==> config.mk <==
export PLATFORM = sky130hd
export DESIGN_NAME = grant_xfer_ctrl_flat
export DESIGN_NICKNAME = d
export VERILOG_FILES = /design/src/rtl/grant_xfer_ctrl_if.sv /design/src/rtl/grant_xfer_ctrl.sv /design/src/flat_wrapper.sv
export SDC_FILE = /design/constraint.sdc
export NUM_CORES = 1
export LEC_CHECK = 0
export ABC_AREA = 0
export CAP_MARGIN = 20
export CORE_ASPECT_RATIO = 1.1
export CORE_UTILIZATION = 48
export DETAILED_ROUTE_END_ITERATION = 16
export PLACE_DENSITY_LB_ADDON = 0.1
export SYNTH_ARGS = -nofsm -noshare
export SYNTH_HDL_FRONTEND = slang
export SYNTH_SLANG_ARGS = --single-unit
==> constraint.sdc <==
create_clock -name i_clk -period 2 [get_ports i_clk]
set_input_delay 0.2 -clock i_clk [delete_from_list [all_inputs] [get_ports i_clk]]
set_output_delay 0.2 -clock i_clk [all_outputs]
set_load 0.05 [all_outputs]
==> src/rtl/grant_xfer_ctrl_if.sv <==
// grant_xfer_ctrl_if: arbiter grants, client start addresses and shared burst bus of grant_xfer_ctrl.
// err_both exists only when GRANT_CHECK_EN is defined.
interface grant_xfer_ctrl_if #(
  parameter int ADDR_W = 8,
  parameter int CNT_W  = 3
);
  logic              gnt_0;
  logic              gnt_1;
  logic [ADDR_W-1:0] addr_0;
  logic [ADDR_W-1:0] addr_1;
  logic              bus_ready;
  logic              bus_valid;
  logic [ADDR_W-1:0] bus_addr;
  logic              bus_owner;
  logic              busy;
  logic [CNT_W-1:0]  beat_cnt;
  logic              done_0;
  logic              done_1;
`ifdef GRANT_CHECK_EN
  logic              err_both;
`endif
  modport master (
    input  gnt_0, gnt_1, addr_0, addr_1, bus_ready,
    output bus_valid, bus_addr, bus_owner, busy, beat_cnt, done_0, done_1
`ifdef GRANT_CHECK_EN
    , output err_both
`endif
  );
  modport slave (
    output gnt_0, gnt_1, addr_0, addr_1, bus_ready,
    input  bus_valid, bus_addr, bus_owner, busy, beat_cnt, done_0, done_1
`ifdef GRANT_CHECK_EN
    , input err_both
`endif
  );
endinterface

==> src/rtl/grant_xfer_ctrl.sv <==
// grant_xfer_ctrl: turns an arbiter grant into a fixed-length valid/ready address burst for the winning client.
// GRANT_CHECK_EN: when defined, simultaneous grants in IDLE raise err_both instead of starting a burst.
module grant_xfer_ctrl #(
  parameter int ADDR_W    = 8,
  parameter int BURST_LEN = 4,
  parameter int CNT_W     = 3
) (
  input logic               i_clk,
  input logic               i_rst_n,
  grant_xfer_ctrl_if.master bus
);
  typedef enum logic [1:0] {IDLE, XFER, DONE} state_t;
  state_t            r_state, w_state;
  logic [ADDR_W-1:0] r_addr, w_addr;
  logic [CNT_W-1:0]  r_cnt, w_cnt, w_cnt_inc;
  logic              r_valid, w_valid;
  logic              r_owner, w_owner;
  logic              r_busy, w_busy;
  logic              r_done_0, w_done_0;
  logic              r_done_1, w_done_1;
  logic              w_start;
`ifdef GRANT_CHECK_EN
  logic              r_err, w_err;
  assign w_start = bus.gnt_0 ^ bus.gnt_1;
  assign w_err   = (r_state == IDLE) & bus.gnt_0 & bus.gnt_1;
  assign bus.err_both = r_err;
`else
  assign w_start = bus.gnt_0 | bus.gnt_1;
`endif
  assign w_cnt_inc = r_cnt + 1'b1;
  always_comb begin
    w_state  = r_state;
    w_addr   = r_addr;
    w_cnt    = r_cnt;
    w_valid  = r_valid;
    w_owner  = r_owner;
    w_busy   = r_busy;
    w_done_0 = 1'b0;
    w_done_1 = 1'b0;
    case (r_state)
      IDLE: if (w_start) begin
        w_owner = ~bus.gnt_0;
        w_addr  = bus.gnt_0 ? bus.addr_0 : bus.addr_1;
        w_cnt   = '0;
        w_busy  = 1'b1;
        w_valid = 1'b1;
        w_state = XFER;
      end
      XFER: if (r_valid && bus.bus_ready) begin
        w_cnt  = w_cnt_inc;
        w_addr = r_addr + 1'b1;
        if (w_cnt_inc == CNT_W'(BURST_LEN)) begin
          w_valid  = 1'b0;
          w_state  = DONE;
          w_done_0 = ~r_owner;
          w_done_1 = r_owner;
        end
      end
      DONE: begin
        w_state = IDLE;
        w_busy  = 1'b0;
        w_cnt   = '0;
      end
      default: w_state = IDLE;
    endcase
  end
  always_ff @(posedge i_clk or negedge i_rst_n) begin
    if (!i_rst_n) begin
      r_state  <= IDLE;
      r_addr   <= '0;
      r_cnt    <= '0;
      r_valid  <= 1'b0;
      r_owner  <= 1'b0;
      r_busy   <= 1'b0;
      r_done_0 <= 1'b0;
      r_done_1 <= 1'b0;
    end else begin
      r_state  <= w_state;
      r_addr   <= w_addr;
      r_cnt    <= w_cnt;
      r_valid  <= w_valid;
      r_owner  <= w_owner;
      r_busy   <= w_busy;
      r_done_0 <= w_done_0;
      r_done_1 <= w_done_1;
    end
  end
`ifdef GRANT_CHECK_EN
  always_ff @(posedge i_clk or negedge i_rst_n) begin
    if (!i_rst_n) r_err <= 1'b0;
    else          r_err <= w_err;
  end
`endif
  assign bus.bus_valid = r_valid;
  assign bus.bus_addr  = r_addr;
  assign bus.bus_owner = r_owner;
  assign bus.busy      = r_busy;
  assign bus.beat_cnt  = r_cnt;
  assign bus.done_0    = r_done_0;
  assign bus.done_1    = r_done_1;
endmodule

==> src/flat_wrapper.sv <==
// flat-port wrapper written by rule: the top's interface ports become plain ports
module grant_xfer_ctrl_flat 
#(
  parameter int ADDR_W    = 8,
  parameter int BURST_LEN = 4,
  parameter int CNT_W     = 3
)
  (i_clk, i_rst_n, bus_gnt_0, bus_gnt_1, bus_addr_0, bus_addr_1, bus_bus_ready, bus_bus_valid, bus_bus_addr, bus_bus_owner, bus_busy, bus_beat_cnt, bus_done_0, bus_done_1);
  grant_xfer_ctrl_if #(.ADDR_W(ADDR_W), .CNT_W(CNT_W)) bus_i ();
  input logic i_clk;
  input logic i_rst_n;
  input wire logic [$bits(bus_i.gnt_0)-1:0] bus_gnt_0;
  input wire logic [$bits(bus_i.gnt_1)-1:0] bus_gnt_1;
  input wire logic [$bits(bus_i.addr_0)-1:0] bus_addr_0;
  input wire logic [$bits(bus_i.addr_1)-1:0] bus_addr_1;
  input wire logic [$bits(bus_i.bus_ready)-1:0] bus_bus_ready;
  output wire logic [$bits(bus_i.bus_valid)-1:0] bus_bus_valid;
  output wire logic [$bits(bus_i.bus_addr)-1:0] bus_bus_addr;
  output wire logic [$bits(bus_i.bus_owner)-1:0] bus_bus_owner;
  output wire logic [$bits(bus_i.busy)-1:0] bus_busy;
  output wire logic [$bits(bus_i.beat_cnt)-1:0] bus_beat_cnt;
  output wire logic [$bits(bus_i.done_0)-1:0] bus_done_0;
  output wire logic [$bits(bus_i.done_1)-1:0] bus_done_1;
  assign bus_i.gnt_0 = bus_gnt_0;
  assign bus_i.gnt_1 = bus_gnt_1;
  assign bus_i.addr_0 = bus_addr_0;
  assign bus_i.addr_1 = bus_addr_1;
  assign bus_i.bus_ready = bus_bus_ready;
  assign bus_bus_valid = bus_i.bus_valid;
  assign bus_bus_addr = bus_i.bus_addr;
  assign bus_bus_owner = bus_i.bus_owner;
  assign bus_busy = bus_i.busy;
  assign bus_beat_cnt = bus_i.beat_cnt;
  assign bus_done_0 = bus_i.done_0;
  assign bus_done_1 = bus_i.done_1;
  grant_xfer_ctrl #(.ADDR_W(ADDR_W), .BURST_LEN(BURST_LEN), .CNT_W(CNT_W)) u_core (.i_clk(i_clk), .i_rst_n(i_rst_n), .bus(bus_i));
endmodule
After elaboration in Yosys (flattened, before gate mapping)
Index checks and enable logic that the tools add are counted.

cells by class
  multiply operators = 0
  equality and inequality tests = 6
  order comparisons = 0
  divide/modulo/power cells = 0
  bitwise logic cells = 3
  mux-type cells = 22
  shift operators = 0
  add/subtract/negate cells = 2
  reduce and logical (&&, ||, !) cells = 11

operators by type and width
  cell                 number
  $mux 8               3
  $pmux 8 s2           1
  $mux 1               9
  $pmux 3 s3           1
  $reduce_and 3->1     3
  $add 8x1->8 const B  1
  $mux 2               3
  $mux 3               2
  $ne 2x1->1 const B   3
  $pmux 1 s2           2
  $pmux 2 s2           1
  $reduce_and 2->1     2
  $reduce_and 4->1     1
  $reduce_bool 2->1    2
  $add 3x1->3 const B  1
  $eq 3x3->1 const B   1
  $reduce_bool 3->1    1
  $eq 2x1->1 const B   1
  $eq 2x2->1 const B   1
  $logic_not 2->1      1
  $not 1->1            2
  $logic_and 1x1->1    1
  $or 1x1->1           1

word-level totals
  memories = 0
  input port bits = 21
  RAM bits = 0
  latch bits = 0
  output and inout port bits = 16
  bits in registers = 18
  memory bits (read-only) = 0

Logic depth before layout (Yosys ltp)
  word-level depth = 5
  gate-level depth with buffers = 6
  gate-level depth less buffers = 5

Worst setup path before layout
OpenSTA, ideal clock, no wires.

  path kind = flip-flop to flip-flop
  from = register u_core.r_valid (netlist: u_core.bus.bus_valid)
  to = register u_core.r_addr[0] (netlist: u_core.bus.bus_addr[0])
  path buffers = 0
  clock period less this slack = 1.640 ns
  arrival = 1.516 ns
  cell stages (with the launch flop) = 4
  slack = 0.360 ns
  required time = 1.876 ns
  cell sequence = dfrtp_1 nand2_2 a211o_4 a211o_1

between the ends
  longest elaborated chain between the ends = 3

RTL lines
  item                               line                   text
  start, declared                    grant_xfer_ctrl.sv:16  logic r_valid, w_valid;
  start signal, assigned             grant_xfer_ctrl.sv:81  r_valid <= w_valid;
  $logic_and 1x1->1                  grant_xfer_ctrl.sv:49  XFER: if (r_valid && bus.bus_ready) begin
  $ne 2x1->1 (no source line)        n/a
  $reduce_and 3->1 (no source line)  n/a
  end signal, assigned               grant_xfer_ctrl.sv:79  r_addr <= w_addr;
  end, declared                      grant_xfer_ctrl.sv:14  logic [ADDR_W-1:0] r_addr, w_addr;

Every way passes these cells.
A chain may end at the register's enable or synchronous reset.

Worst setup path after layout
  from = register u_core.r_addr[3] (netlist: u_core.bus.bus_addr[3])
  to = output bus_bus_addr[3]

RTL lines
  item           line                text
  end, declared  flat_wrapper.sv:18  output wire logic [$bits(bus_i.bus_addr)-1:0] bus_bus_addr;

No word-level cell between the ends.

==> results.py <==
metrics = {
    "run_status": {
        "status": "finished clean",
    },
    "synth": {
        "synthAdderAreaFrac_pct": 3.50,
        "syn_nets": 135,
        "synth_seq_cells": 18,
        "synth_area_um2": 1070,
        "ys_top_cells_by_area": "dfrtp_1 42%, a21oi_1 7.0%, mux2i_1 6.5%, ha_1 3.5%, nor2_1 3.5%",
        "yosys.area.top_type": "dfrtp_1",
        "synth_xor_area_share_pct": 0.817,
        "yosysWarnings": 0,
        "synthDistinctLibCells": 36,
        "synthMuxAreaShare_pct": 8.63,
        "ys_seq_area_share_pct": 42.0,
        "syn_inst": 111,
        "synth_top_area_share_pct": 42.0,
        "synth_top_family_by_area": "compound AO/OA/AOI/OAI gates",
        "synth-compound-area-share_pct": 21.6,
        "avgSynthCellArea_um2": 9.66,
        "yosys.area_share.simple_pct": 18.4,
    },
    "global_routing": {
        "grt_max_degree": 19,
        "antenna_found_initial": 0,
        "grt_pass1_wl_mm": 4.04,
        "grt_overflow_total": 0,
        "track_usage_pct": 24.1,
        "grt_pass1_vias": 916,
    },
    "sta": {
        "skew_ns": 0.00265,
        "tightest_slew_ns": 0.509,
        "period_needed_ns": 1.85,
        "post-route-period-util_pct": 92.5,
        "setup_violations": 0,
        "rsz0062_at_grt": "false",
        "finalHoldViolations": 0,
        "fin_setup_tns_ns": 0,
        "fmax_mhz": 541,
        "slew_viol_final": 0,
        "slew_headroom_pct": 65.9,
    },
    "layout": {
        "n_antenna_cell": 0,
        "fin_nets": 175,
        "register_area_um2": 450,
        "syn_to_final_growth_pct": 39.4,
        "multiInputGateArea_um2": 568,
        "layout-drive-gt1-share_pct": 12.0,
        "layout.cells.non_filler": 178,
        "fillerInstances": 168,
    },
    "critical_path": {
        "timing.rr.end": "u_core.bus.bus_addr[6]",
        "path_max_fanout": 6,
        "crit_required_ns": 1.80,
        "crit_end": "bus_bus_addr[3]",
        "critPathSlowestCell": "clkdlybuf4s50_1",
        "cp.depth": 1,
        "ff2ff_path_depth": 4,
        "rr_startpoint": "u_core.r_state[1]",
        "crit_start": "u_core.bus.bus_addr[3]",
        "criticalPathCategory": "register to output pin",
        "cp-end-kind": "output pin",
        "regToRegSetupSlack_ns": 0.36,
        "cp.arrival_ns": 1.65,
        "crit_chain": "clkdlybuf4s50_1",
        "path_buf_inv": 1,
        "timing.critical_path.slowest_cell_delay_ns": 0.85,
        "startpoint_type": "register",
        "path_delay_family": "buffers and inverters",
    },
    "floorplan": {
        "initial_utilization_pct": 52.0,
        "floorplan.die.height_um": 51.6,
        "rows": 17,
        "die_area_um2": 2430,
        "num_io_pins": 37,
        "core_um2": 2060,
        "chipWidth_um": 47.1,
    },
    "clock_network": {
        "cts_tree": "done",
        "cts_setup_buffers": 0,
        "cts.clk_slew.worst_paths_ns": 0.10,
        "cts_buffers": 3,
        "cts_hold_buf": 0,
        "cts.sinks": 18,
        "htree_levels": 1,
        "post_cts_resized": 0,
        "cts_root_buf": "clkbuf_4",
        "clk_latency_ns": 0.30,
        "clock_path_buffers": 2,
    },
    "placed_design": {
        "placed_cells": 174,
        "portBuffers": 36,
        "globalplace.congestion": 0.827,
        "place_hpwl_mm": 1.88,
    },
    "routing": {
        "drc": 0,
        "routed_via_density": 5.57,
        "drt_iter0_markers": 20,
        "drt_pre_antenna_iters": 4,
        "wl_mm": 2.53,
        "detail-route-antenna-nets": 0,
        "wl_per_cell_um": 14.2,
        "route.vias.total": 992,
    },
    "min_path": {
        "hold_path_class": "input pin to asynchronous set/reset pin",
    },
    "power": {
        "power_w": 0.00175,
        "cellLeakagePower_nw": 0.662,
        "power.density_nw_per_um2": 1170,
        "ir_worst_vdd_uv": 933,
    },
    "job": {
        "drv_cap": 0,
    },
}
state kept, by name, indices dropped and copies added (netlist names):
name	cells
u_core.bus.beat_cnt	3
u_core.bus.bus_valid	1
u_core.bus.done_1	1
u_core.bus.busy	1
u_core.bus.done_0	1
u_core.r_state	2
u_core.bus.bus_addr	8
u_core.bus.bus_owner	1
cell usage in the layout (no fill, tap or decap), types with 2 or more instances in the layout:
cell	netlist	routed
clkdlybuf4s50_1	0	36
dfrtp_1	18	18
a21oi_1	15	15
nor2_1	10	10
nand2_1	8	8
mux2i_1	7	7
nor3_1	4	4
nand3_1	4	4
o21ai_1	4	4
inv_1	4	4
buf_4	3	4
o21ai_0	3	3
ha_1	3	3
clkbuf_4	0	3
nand3_2	2	2
a21o_1	2	2
mux2_2	2	2
o22ai_1	2	2
cells by family (layout without fill, tap and decap cells):
| group | after synthesis | count (layout) |
|---|---|---|
| compound gates | 34 | 34 |
| xor+xnor | 1 | 1 |
| fa+ha+maj | 3 | 3 |
| buf+inv | 9 | 48 |
| flops | 18 | 18 |
| mux | 9 | 9 |
| simple gates | 37 | 37 |
through the flow:
stage | utilization (%) | cell area (um^2) | setup slack, ns | hold WS [ns]
after detailed placement | 70.7 | 1460 | 0.285 | 0.497
after CTS | 72.5 | 1500 | 0.160 | 0.216
after floorplan | - | 1070 | 0.360 | -0.0956
final | 72.5 | 1500 | 0.151 | 0.212
after global placement | 70.7 | 1460 | 0.322 | 0.495
after global routing | 72.5 | 1500 | 0.123 | 0.246
worst min path at each step:
stage | start | to | slack [ns] | cells past startpoint
after floorplan | i_rst_n | u_core.bus.beat_cnt[0] | -0.1 | 0
after global placement | u_core.bus.bus_owner | u_core.bus.done_0 | 0.49 | 1
after detailed placement | u_core.bus.bus_owner | u_core.bus.done_0 | 0.50 | 1
after CTS | i_rst_n | u_core.bus.bus_valid | 0.22 | 2
after global routing | i_rst_n | u_core.bus.busy | 0.25 | 2
final | i_rst_n | u_core.bus.bus_valid | 0.21 | 2
synth_stat cells, drive strengths merged:
cell type / n
a211o: 2
a211oi: 1
a21o: 2
a21oi: 15
a22o: 1
a22oi: 1
a2bb2oi: 1
and2: 1
and2b: 1
buf: 5
dfrtp: 18
ha: 3
inv: 4
mux2: 2
mux2i: 7
nand2: 9
nand2b: 1
nand3: 6
nand3b: 1
nand4: 1
nor2: 10
nor3: 5
nor3b: 1
o21ai: 7
o22ai: 2
o31ai: 1
o32ai: 1
or3: 1
xor2: 1
power breakdown:
part / internal, W / switching, W
Clock: 0.000111 / 0.000113
Combinational: 0.000336 / 0.000574
Sequential: 0.000474 / 0.000142
metal layers:
layer | track usage [%] | vias to the layer above | wire, um
met4 | 10.5 | 0 | 53
met3 | 7.99 | 7 | 149
met2 | 37.5 | 31 | 1320
met5 | 0 | - | 0
li1 | - | 475 | -
met1 | 29.9 | 479 | 1010
cell type report:
| cell class | count | area share (%) |
|---|---|---|
| repair buffers | 40 | 26.1 |
| inverters | 4 | 1.00 |
| flip-flops and latches | 18 | 30.1 |
| well taps | 28 | 2.34 |
| clock buffers | 4 | 2.43 |
| multi-input cells | 84 | 38.0 |
(Power assumes the default switching activity.)
